==> src/rtl/miriscv_lsu_hs.sv <==
// Load/store unit: turns core load/store requests into gnt/rvalid data-bus transactions.
// Define MIRISCV_LSU_MISALIGN_SPLIT_EN to split boundary-crossing accesses into two bus transactions.
module miriscv_lsu_hs #(
  parameter int DATA_W  = 32,
  parameter int TIMEOUT = 255
) (
  input  logic                  clk_i,
  input  logic                  arstn_i,
  input  logic                  lsu_req_i,
  input  logic                  lsu_we_i,
  input  logic [2:0]            lsu_size_i,
  input  logic [31:0]           lsu_addr_i,
  input  logic [DATA_W-1:0]     lsu_data_i,
  output logic                  lsu_stall_req_o,
  output logic [DATA_W-1:0]     lsu_data_o,
  output logic                  lsu_err_o,
  output logic                  data_req_o,
  input  logic                  data_gnt_i,
  input  logic                  data_rvalid_i,
  input  logic [DATA_W-1:0]     data_rdata_i,
  output logic                  data_we_o,
  output logic [DATA_W/8-1:0]   data_be_o,
  output logic [31:0]           data_addr_o,
  output logic [DATA_W-1:0]     data_wdata_o
);

  localparam int NB   = DATA_W / 8;
  localparam int OFFW = $clog2(NB);
  localparam int BE2  = 2 * NB;

  typedef enum logic [2:0] {IDLE, REQ1, RSP1, REQ2, RSP2, DONE} state_e;

  state_e              state_q, state_d;
  logic [15:0]         cnt_q, cnt_d;
  logic [31:0]         addr_q, addr_d;
  logic [2:0]          size_q, size_d;
  logic                we_q, we_d;
  logic [BE2-1:0]      be_q, be_d;
  logic [2*DATA_W-1:0] wdata_q, wdata_d;
  logic [2*DATA_W-1:0] rdata_q, rdata_d;
  logic [DATA_W-1:0]   data_q, data_d;
  logic                err_q, err_d;

  function automatic logic [3:0] size_bytes(input logic [2:0] s);
    case (s)
      3'd0, 3'd4: return 4'd1;
      3'd1, 3'd5: return 4'd2;
      3'd2, 3'd6: return 4'd4;
      default:    return 4'd8;
    endcase
  endfunction

  function automatic logic size_illegal(input logic [2:0] s);
    return (s == 3'd7) || ((DATA_W == 32) && ((s == 3'd3) || (s == 3'd6)));
  endfunction

  // Byte lanes and data are laid out over two bus words so a crossing access shows its upper part.
  logic [OFFW-1:0]     in_off;
  logic [3:0]          in_bytes;
  logic [BE2-1:0]      in_be;
  logic [2*DATA_W-1:0] in_wdata;
  logic                in_cross, in_bad;

  assign in_off   = lsu_addr_i[OFFW-1:0];
  assign in_bytes = size_bytes(lsu_size_i);
  assign in_be    = ((BE2'(1) << in_bytes) - BE2'(1)) << in_off;
  assign in_wdata = {{DATA_W{1'b0}}, lsu_data_i} << {in_off, 3'b000};
  assign in_cross = |in_be[BE2-1:NB];

`ifdef MIRISCV_LSU_MISALIGN_SPLIT_EN
  assign in_bad = size_illegal(lsu_size_i);
`else
  assign in_bad = size_illegal(lsu_size_i) || in_cross;
`endif

  logic [2*DATA_W-1:0] rsp_merged, rsp_shifted;
  logic [DATA_W-1:0]   raw, mask, ld_result;
  logic [6:0]          nbits;
  logic                sign_bit;

  assign rsp_merged  = (state_q == RSP2) ? {data_rdata_i, rdata_q[DATA_W-1:0]}
                                         : {rdata_q[2*DATA_W-1:DATA_W], data_rdata_i};
  assign rsp_shifted = rsp_merged >> {addr_q[OFFW-1:0], 3'b000};
  assign raw         = rsp_shifted[DATA_W-1:0];
  assign nbits       = {size_bytes(size_q), 3'b000};
  assign mask        = ~({DATA_W{1'b1}} << nbits);
  assign sign_bit    = |(raw & (DATA_W'(1) << (nbits - 7'd1)));
  assign ld_result   = (raw & mask) | (((size_q < 3'd4) && sign_bit) ? ~mask : '0);

  always_comb begin
    state_d = state_q;
    cnt_d   = cnt_q;
    addr_d  = addr_q;
    size_d  = size_q;
    we_d    = we_q;
    be_d    = be_q;
    wdata_d = wdata_q;
    rdata_d = rdata_q;
    data_d  = data_q;
    err_d   = 1'b0;
    case (state_q)
      IDLE: begin
        cnt_d = '0;
        if (lsu_req_i) begin
          addr_d  = lsu_addr_i;
          size_d  = lsu_size_i;
          we_d    = lsu_we_i;
          be_d    = in_be;
          wdata_d = in_wdata;
          rdata_d = '0;
          if (in_bad) begin
            state_d = DONE;
            err_d   = 1'b1;
            data_d  = '0;
          end else begin
            state_d = REQ1;
          end
        end
      end
      REQ1, REQ2: begin
        if (data_gnt_i) begin
          state_d = (state_q == REQ1) ? RSP1 : RSP2;
          cnt_d   = '0;
        end else if (cnt_q == 16'(TIMEOUT - 1)) begin
          state_d = DONE;
          err_d   = 1'b1;
          data_d  = '0;
          cnt_d   = '0;
        end else begin
          cnt_d = cnt_q + 16'd1;
        end
      end
      RSP1, RSP2: begin
        if (data_rvalid_i) begin
          rdata_d = rsp_merged;
          cnt_d   = '0;
          if ((state_q == RSP1) && (|be_q[BE2-1:NB])) begin
            state_d = REQ2;
          end else begin
            state_d = DONE;
            data_d  = we_q ? '0 : ld_result;
          end
        end else if (cnt_q == 16'(TIMEOUT - 1)) begin
          state_d = DONE;
          err_d   = 1'b1;
          data_d  = '0;
          cnt_d   = '0;
        end else begin
          cnt_d = cnt_q + 16'd1;
        end
      end
      DONE:    state_d = IDLE;
      default: state_d = IDLE;
    endcase
  end

  always_ff @(posedge clk_i or posedge arstn_i) begin
    if (arstn_i) begin
      state_q <= IDLE;
      cnt_q   <= '0;
      addr_q  <= '0;
      size_q  <= '0;
      we_q    <= 1'b0;
      be_q    <= '0;
      wdata_q <= '0;
      rdata_q <= '0;
      data_q  <= '0;
      err_q   <= 1'b0;
    end else begin
      state_q <= state_d;
      cnt_q   <= cnt_d;
      addr_q  <= addr_d;
      size_q  <= size_d;
      we_q    <= we_d;
      be_q    <= be_d;
      wdata_q <= wdata_d;
      rdata_q <= rdata_d;
      data_q  <= data_d;
      err_q   <= err_d;
    end
  end

  assign data_req_o      = (state_q == REQ1) || (state_q == REQ2);
  assign data_we_o       = data_req_o && we_q;
  assign data_be_o       = (state_q == REQ1) ? be_q[NB-1:0] :
                           (state_q == REQ2) ? be_q[BE2-1:NB] : '0;
  assign data_wdata_o    = (state_q == REQ1) ? wdata_q[DATA_W-1:0] :
                           (state_q == REQ2) ? wdata_q[2*DATA_W-1:DATA_W] : '0;
  assign data_addr_o     = {addr_q[31:OFFW], {OFFW{1'b0}}} + ((state_q == REQ2) ? 32'(NB) : 32'd0);
  assign lsu_stall_req_o = lsu_req_i && (state_q != DONE);
  assign lsu_data_o      = data_q;
  assign lsu_err_o       = err_q;

endmodule
==> config.mk <==
export PLATFORM = sky130hd
export DESIGN_NAME = miriscv_lsu_hs
export DESIGN_NICKNAME = d
export VERILOG_FILES = /design/src/rtl/miriscv_lsu_hs.sv
export SDC_FILE = /design/constraint.sdc
export NUM_CORES = 1
export LEC_CHECK = 0
export BUFFER_PORTS_ARGS = -buffer_cell sky130_fd_sc_hd__buf_2
export CAP_MARGIN = 20
export CORE_MARGIN = 3
export CORE_UTILIZATION = 44
export CTS_CLUSTER_DIAMETER = 50
export DETAILED_ROUTE_END_ITERATION = 16
export HOLD_SLACK_MARGIN = 0.15
export PLACE_DENSITY = 0.65
export SLEW_MARGIN = 20
export SYNTH_ARGS = -nofsm -noshare
export SYNTH_HDL_FRONTEND = slang
export SYNTH_SLANG_ARGS = --single-unit
==> constraint.sdc <==
create_clock -name clk_i -period 8.75 [get_ports clk_i]
set_input_delay 1.3125 -clock clk_i [delete_from_list [all_inputs] [get_ports clk_i]]
set_output_delay 1.3125 -clock clk_i [all_outputs]
set_load 0.02 [all_outputs]
# [Word level (Yosys, flattened, before mapping)]
# Index checks and enable logic that the tools add are counted.
[op_classes] addsub=4 order_cmp=1 n_eq_ne=23 shift=6 mux=38 bitwise=5 reduce_logical=27
[ops] op="2-to-1 mux 32 bit" n=10
[ops] op="2-to-1 mux 64 bit" n=3
[ops] op="one-hot mux 64 bit (2 select lines)" n=1
[ops] op="one-hot mux 32 bit (3 select lines)" n=1
[ops] op="bitwise AND 32 bit" n=2
[ops] op="NOT 32 bit" n=2
[ops] op="left shift 32 x 5 -> 64 bit" n=1
[ops] op="right shift 64 x 5 -> 32 bit" n=1
[ops] op="2-to-1 mux 16 bit" n=3
[ops] op="one-hot mux 16 bit (3 select lines)" n=1
[ops] op="adder 32 x 3 -> 32 bit" n=1
[ops] op="bitwise OR 32 bit" n=1
[ops] op="OR reduction 32 bit" n=1
[ops] op="left shift 1 x 7 -> 32 bit, first input constant" n=1
[ops] op="left shift 32 x 7 -> 32 bit, first input constant" n=1
[ops] op="== test 3 bit, second input constant" n=8
[ops] op="2-to-1 mux 3 bit" n=8
[ops] op="one-hot mux 4 bit (3 select lines)" n=2
[ops] op="adder 16 x 1 -> 16 bit, second input constant" n=1
[ops] op="== test 16 x 8 -> 1 bit, second input constant" n=1
[ops] op="OR reduction 2 bit" n=8
[ops] op="== test 3 x 2 -> 1 bit, second input constant" n=5
[ops] op="== test 3 x 1 -> 1 bit, second input constant" n=3
[ops] op="logical NOT 3 bit" n=3
[ops] op="other kinds (19)" n=35
[totals] regBits=224 inputBits=105 out_inout_bits=104 wordCells=114

# [Logic depth before layout (Yosys ltp)]
[depth] ltp_word=14 depth_mapped=13 depth_no_buf=11

# [Worst setup path after synthesis]
# No wires, ideal clock.
[synth_path] path_kind="register -> output" start="reg state_q[2]" end="out data_addr_o[30]" arrival_ns=2.790 required_ns=7.438 slack_ns=4.647 path_stages_with_launch=14 path_cell_list="dfrtp_1 -> clkbuf_8 -> nand2b_1 -> inv_1 -> and2_1 -> ha_1 -> ha_1 -> nand3_1 -> nor2_1 -> and3_1 -> and2_1 -> clkbuf_1 -> nand4_1 -> xnor2_1"
[synth_via] elab_chain_len=3
[synth_lines] item="start: declaration" line_no="33" source="state_e state_q, state_d;"
[synth_lines] item="start signal: assignment" line_no="170" source="state_q <= state_d;"
[synth_lines] item="== test 3 x 2 -> 1 bit" line_no="189" source="assign data_addr_o = {addr_q[31:OFFW], {OFFW{1'b0}}} + ((state_q == REQ2) ? 32'(NB) : 32'd0);"
[synth_lines] item="2-to-1 mux 3 bit" line_no="189"
[synth_lines] item="adder 32 x 3 -> 32 bit" line_no="189"
[synth_lines] item="end: declaration" line_no="23" source="output logic [31:0] data_addr_o,"
# Every way passes these cells.

# [Worst setup path after layout]
[layout_path] start="reg state_q[0]" end="out data_addr_o[30]"
# Same word-level chain as after synthesis.

==> Flow_metrics.wiki <==
{| class="wikitable"
! Metric !! Value
|-
| Placed instance area || roughly 13,000 um^2
|-
| Post-route clock skew || 0.0105 ns
|-
| Basic-gate share of the synthesized area counting and, or, nand and nor cells || 0.151
|-
| Cell-by-cell trace of the critical path || nand2b_1 > buf_4 > inv_1 > and2_1 > ha_1 > ha_1 > nand3_1 > nor2_1 > and3_1 > and2_1 > nand4_1 > xnor2_1 > buf_2
|-
| Pin count of the biggest net entering global routing || ~130
|-
| Multiplexer share of the synthesized area || 0.212
|-
| Flip-flop and latch count after synthesis || ~210
|-
| Number of hold violations in the final report || 0
|-
| Vias per inst || between 5 and 6
|-
| Placement-stage worst setup slack || 4.17 ns
|-
| Clock Path Buffers || 3
|-
| Number of buffers added for setup after CTS || 0
|-
| ANT nets after route || 0
|-
| Unrepaired setup endpoints after global routing || no
|-
| Outcome || finished, final reports clean
|-
| Category of the worst setup path launch point || flop
|-
| Worst path required time || 7.44 ns
|-
| Overall overflow remaining after global route || 0
|-
| Static leakage || around 6.5 nW
|-
| Sequential area share after synthesis || 0.442
|-
| Mean area per synthesized cell || slightly above 10 um^2
|-
| Setup TNS Final || 0 ns
|-
| Final period utilization || 0.578
|-
| Synth Area in Adders || 0.00637
|-
| Worst hold margin || ~0.46 ns
|-
| # Max-Cap Violations || 0
|-
| Routed via count || a little over 9,000
|-
| Number of buffers inserted for hold repair after clock tree synthesis || 0
|-
| Fraction of synthesized cell area in xor and xnor cells || 0.0245
|-
| Worst Slack Setup Final || between 3 and 4 ns
|-
| Buffers and inverters on the worst path || 3
|-
| Critical path fanouts, max || 33
|-
| Number of clock buffers inserted by TritonCTS || 29
|-
| Synthesis-to-finish area growth || 18.8%
|-
| Unique masters post-synth || 66
|-
| Crit Path Class || flop to output port
|-
| Clock-pin slew of the registers on the worst-case setup and hold paths || about 0.060 ns
|-
| CTS tree || yes
|-
| Number of global-route vias before repair || about 9,000
|-
| Floorplan row count || slightly below 60
|-
| Critical path's top delay family || simple AND/OR/NAND/NOR gates
|-
| Area fraction in compound gates after synthesis || 0.123
|-
| Sink Count || roughly 210
|-
| Crit. End Element || output port
|-
| Measured slew at the worst slew-check pin || around 1.1 ns
|-
| Time the worst path needs with I/O delays and setup || around 5.1 ns
|-
| Number of resized instances in the post-cts repair step || 0
|-
| Cell Area, Synth || between 10,000 and 15,000 um^2
|-
| Core box area || 26,200 um^2
|-
| Synthesized instance count || ~1,200
|-
| Number of max-slew violations in the final report || 0
|-
| FF-to-FF End || addr_q[11]
|-
| Total track usage || 0.214
|-
| Main combinational cell family by area after synthesis || multiplexers
|-
| Overall die height || ~170 um
|-
| Wire per inst || about 19 um
|-
| Number of synthesized flops with an enable pin || 0
|-
| Critical Path Max Stage Delay || 0.70 ns
|-
| Worst IR Drop VDD || roughly 0.16 mV
|-
| Half-perimeter wire length after placement || roughly 21,000 um
|-
| Global-route wire length before repair || approximately 50,000 um
|-
| PD cells || 351 nW/um^2
|-
| H-tree lvl count || 1
|-
| Startpoint of the most critical register-to-register path || state_q[1]
|-
| Max transition margin || 0.280
|-
| Slowest cell on crit path || dfrtp_1
|-
| Total detailed-routing wirelength || ~32,000 um
|-
| Number of cells on the worst reg-to-reg path || 5
|-
| Highest attainable clock frequency || approximately 0.20 GHz
|-
| Net count reported at finish || 1,421
|-
| Number of ports placed on the die boundary || 209
|-
| Clock root buffer || clkbuf_16
|-
| Share of flip-flops with an asynchronous set or reset || 1.00
|-
| Warnings from Yosys || 0
|-
| TritonRoute pass-1 iters || 5
|-
| Width of the chip || ~170 um
|-
| DR iter-0 viols || ~1,000
|-
| Proportion of layout cells with a drive suffix above 1 || 0.276
|-
| Arrival time worst endpoint || 3.75 ns
|-
| DRC violations left || 0
|-
| Number of port buffers || between 200 and 250
|-
| Placer's final routability congestion estimate || 0.845
|-
| Reg-to-reg slack, setup || 5.55 ns
|-
| Hold Path Stages || 2
|-
| Initial standard-cell utilization of the core || 0.450
|-
| Main flop type after synthesis || dfrtp_1
|-
| Post-route design area || 14,000 um^2
|-
| Worst min-delay path category || flop to flop
|-
| Initial antenna violation count || 5
|-
| Total Die Area || 28,800 um^2
|-
| Final setup violation count || 0
|-
| End point of the worst hold path || rdata_q[21]
|-
| Worst hold path startpoint || rdata_q[21]
|-
| Clock Latency Late Sink || 0.53 ns
|}
## where the power goes
part	total, mW	internal, mW	switching, mW
Combinational	2.10	0.886	1.22
Sequential	1.57	1.29	0.274
Clock	1.24	0.795	0.448
Total	4.91	2.97	1.94
## cells in the mapped netlist, types with 5 or more instances
cell,n,area (um^2)
mux2i_1,126,1260
o2bb2ai_1,16,140
and3_1,8,50.1
a22o_1,48,420
ha_1,6,75.1
a21oi_1,25,125
mux4_2,31,698
clkbuf_1,62,233
nor2b_1,23,144
buf_1,11,41.3
buf_2,12,60.1
nor2_1,66,248
or3_1,5,31.3
xnor2_1,26,228
and2_1,14,87.6
mux2_2,47,529
nand2_1,180,676
o31ai_1,15,113
dfrtp_1,208,5200
nor3_1,6,30.0
nand2b_1,9,56.3
nand3_1,54,270
inv_1,10,37.5
o21ai_0,67,335
o22ai_1,8,50.1
xor2_1,7,61.3
## worst min-delay path, cell delays in order, from the launching register on
cell	delay [ns]
dfrtp_1	0.34
nand2_1	0.05
nand2_1	0.05
## metal layers
metal  track usage  up-vias  wire length (um)
li1              -     4437                 -
met1         0.325     4604             15100
met2         0.327      252             14400
met3        0.0307       29              1710
met4        0.0441        4               375
met5             0        -                30
## area by class of cell
| type | instances | area (um^2) |
|---|---|---|
| inverters | 10 | 45.0 |
| repair buffers | 222 | 1150 |
| clock buffers | 35 | 788 |
| flip-flops and latches | 208 | 5210 |
| fillers | 2339 | 12200 |
| clock inverters | 17 | 251 |
| multi-input cells | 839 | 6130 |
| diodes | 3 | 7.51 |
| well taps | 335 | 419 |
## registers in the layout, summed over array words and instances, names as in the netlist
| register | count |
|---|---|
| addr_q | 32 |
| we_q | 1 |
| state_q | 3 |
| lsu_err_o | 1 |
| wdata_q | 56 |
| lsu_data_o | 32 |
| cnt_q | 16 |
| be_q | 8 |
| size_q | 3 |
| rdata_q | 56 |
## placed cells by master, fill, tap and decap left out, drive strengths merged, types with 4 or more instances in the layout
| master | count |
|---|---|
| a22o | 48 |
| nor3 | 6 |
| nor2b | 23 |
| o21ai | 68 |
| mux2 | 48 |
| nand2 | 180 |
| clkinv | 7 |
| and3 | 9 |
| dfrtp | 208 |
| and4 | 4 |
| ha | 6 |
| inv | 14 |
| xnor2 | 26 |
| nor2 | 67 |
| mux2i | 126 |
| buf | 222 |
| a21oi | 26 |
| nand3 | 54 |
| bufinv | 5 |
| o31ai | 15 |
| nand2b | 9 |
| nand4 | 4 |
| o22ai | 8 |
| mux4 | 31 |
| and2 | 14 |
| clkbuf | 35 |
| or3 | 5 |
| o2bb2ai | 16 |
| xor2 | 7 |
## through the flow
step / util / power (mW) / cells
detailed placement: 0.494 / 3.67 / 1614
global route: 0.534 / 5.22 / 1669
finish: 0.534 / 4.91 / 1669
global placement: 0.494 / 3.63 / 1614
CTS: 0.534 / 4.94 / 1666
floorplan: - / 3.10 / 1151
## cell families (layout without fill, tap and decap cells)
kind of cell | after synthesis | in the layout
other | 2 | 6
adder cells (fa/ha/maj) | 6 | 6
XOR/XNOR | 33 | 33
AO/OA/AOI/OAI | 207 | 207
flip-flops | 208 | 208
multiplexers | 205 | 205
buffers and inverters | 104 | 284
AND/OR/NAND/NOR | 385 | 385
## how the worst max path moves through the flow
stage / startpoint / end / slack [ns] / cells past startpoint
floorplan: arstn_i / addr_q[0] / 1.76 / 1
global placement: state_q[2] / data_addr_o[30] / 4.29 / 13
detailed placement: state_q[2] / data_addr_o[30] / 4.17 / 13
CTS: state_q[0] / data_addr_o[30] / 3.61 / 13
global route: state_q[0] / data_addr_o[26] / 3.33 / 13
finish: state_q[0] / data_addr_o[30] / 3.69 / 13
No activity file was read; power rests on OpenSTA's default activity.
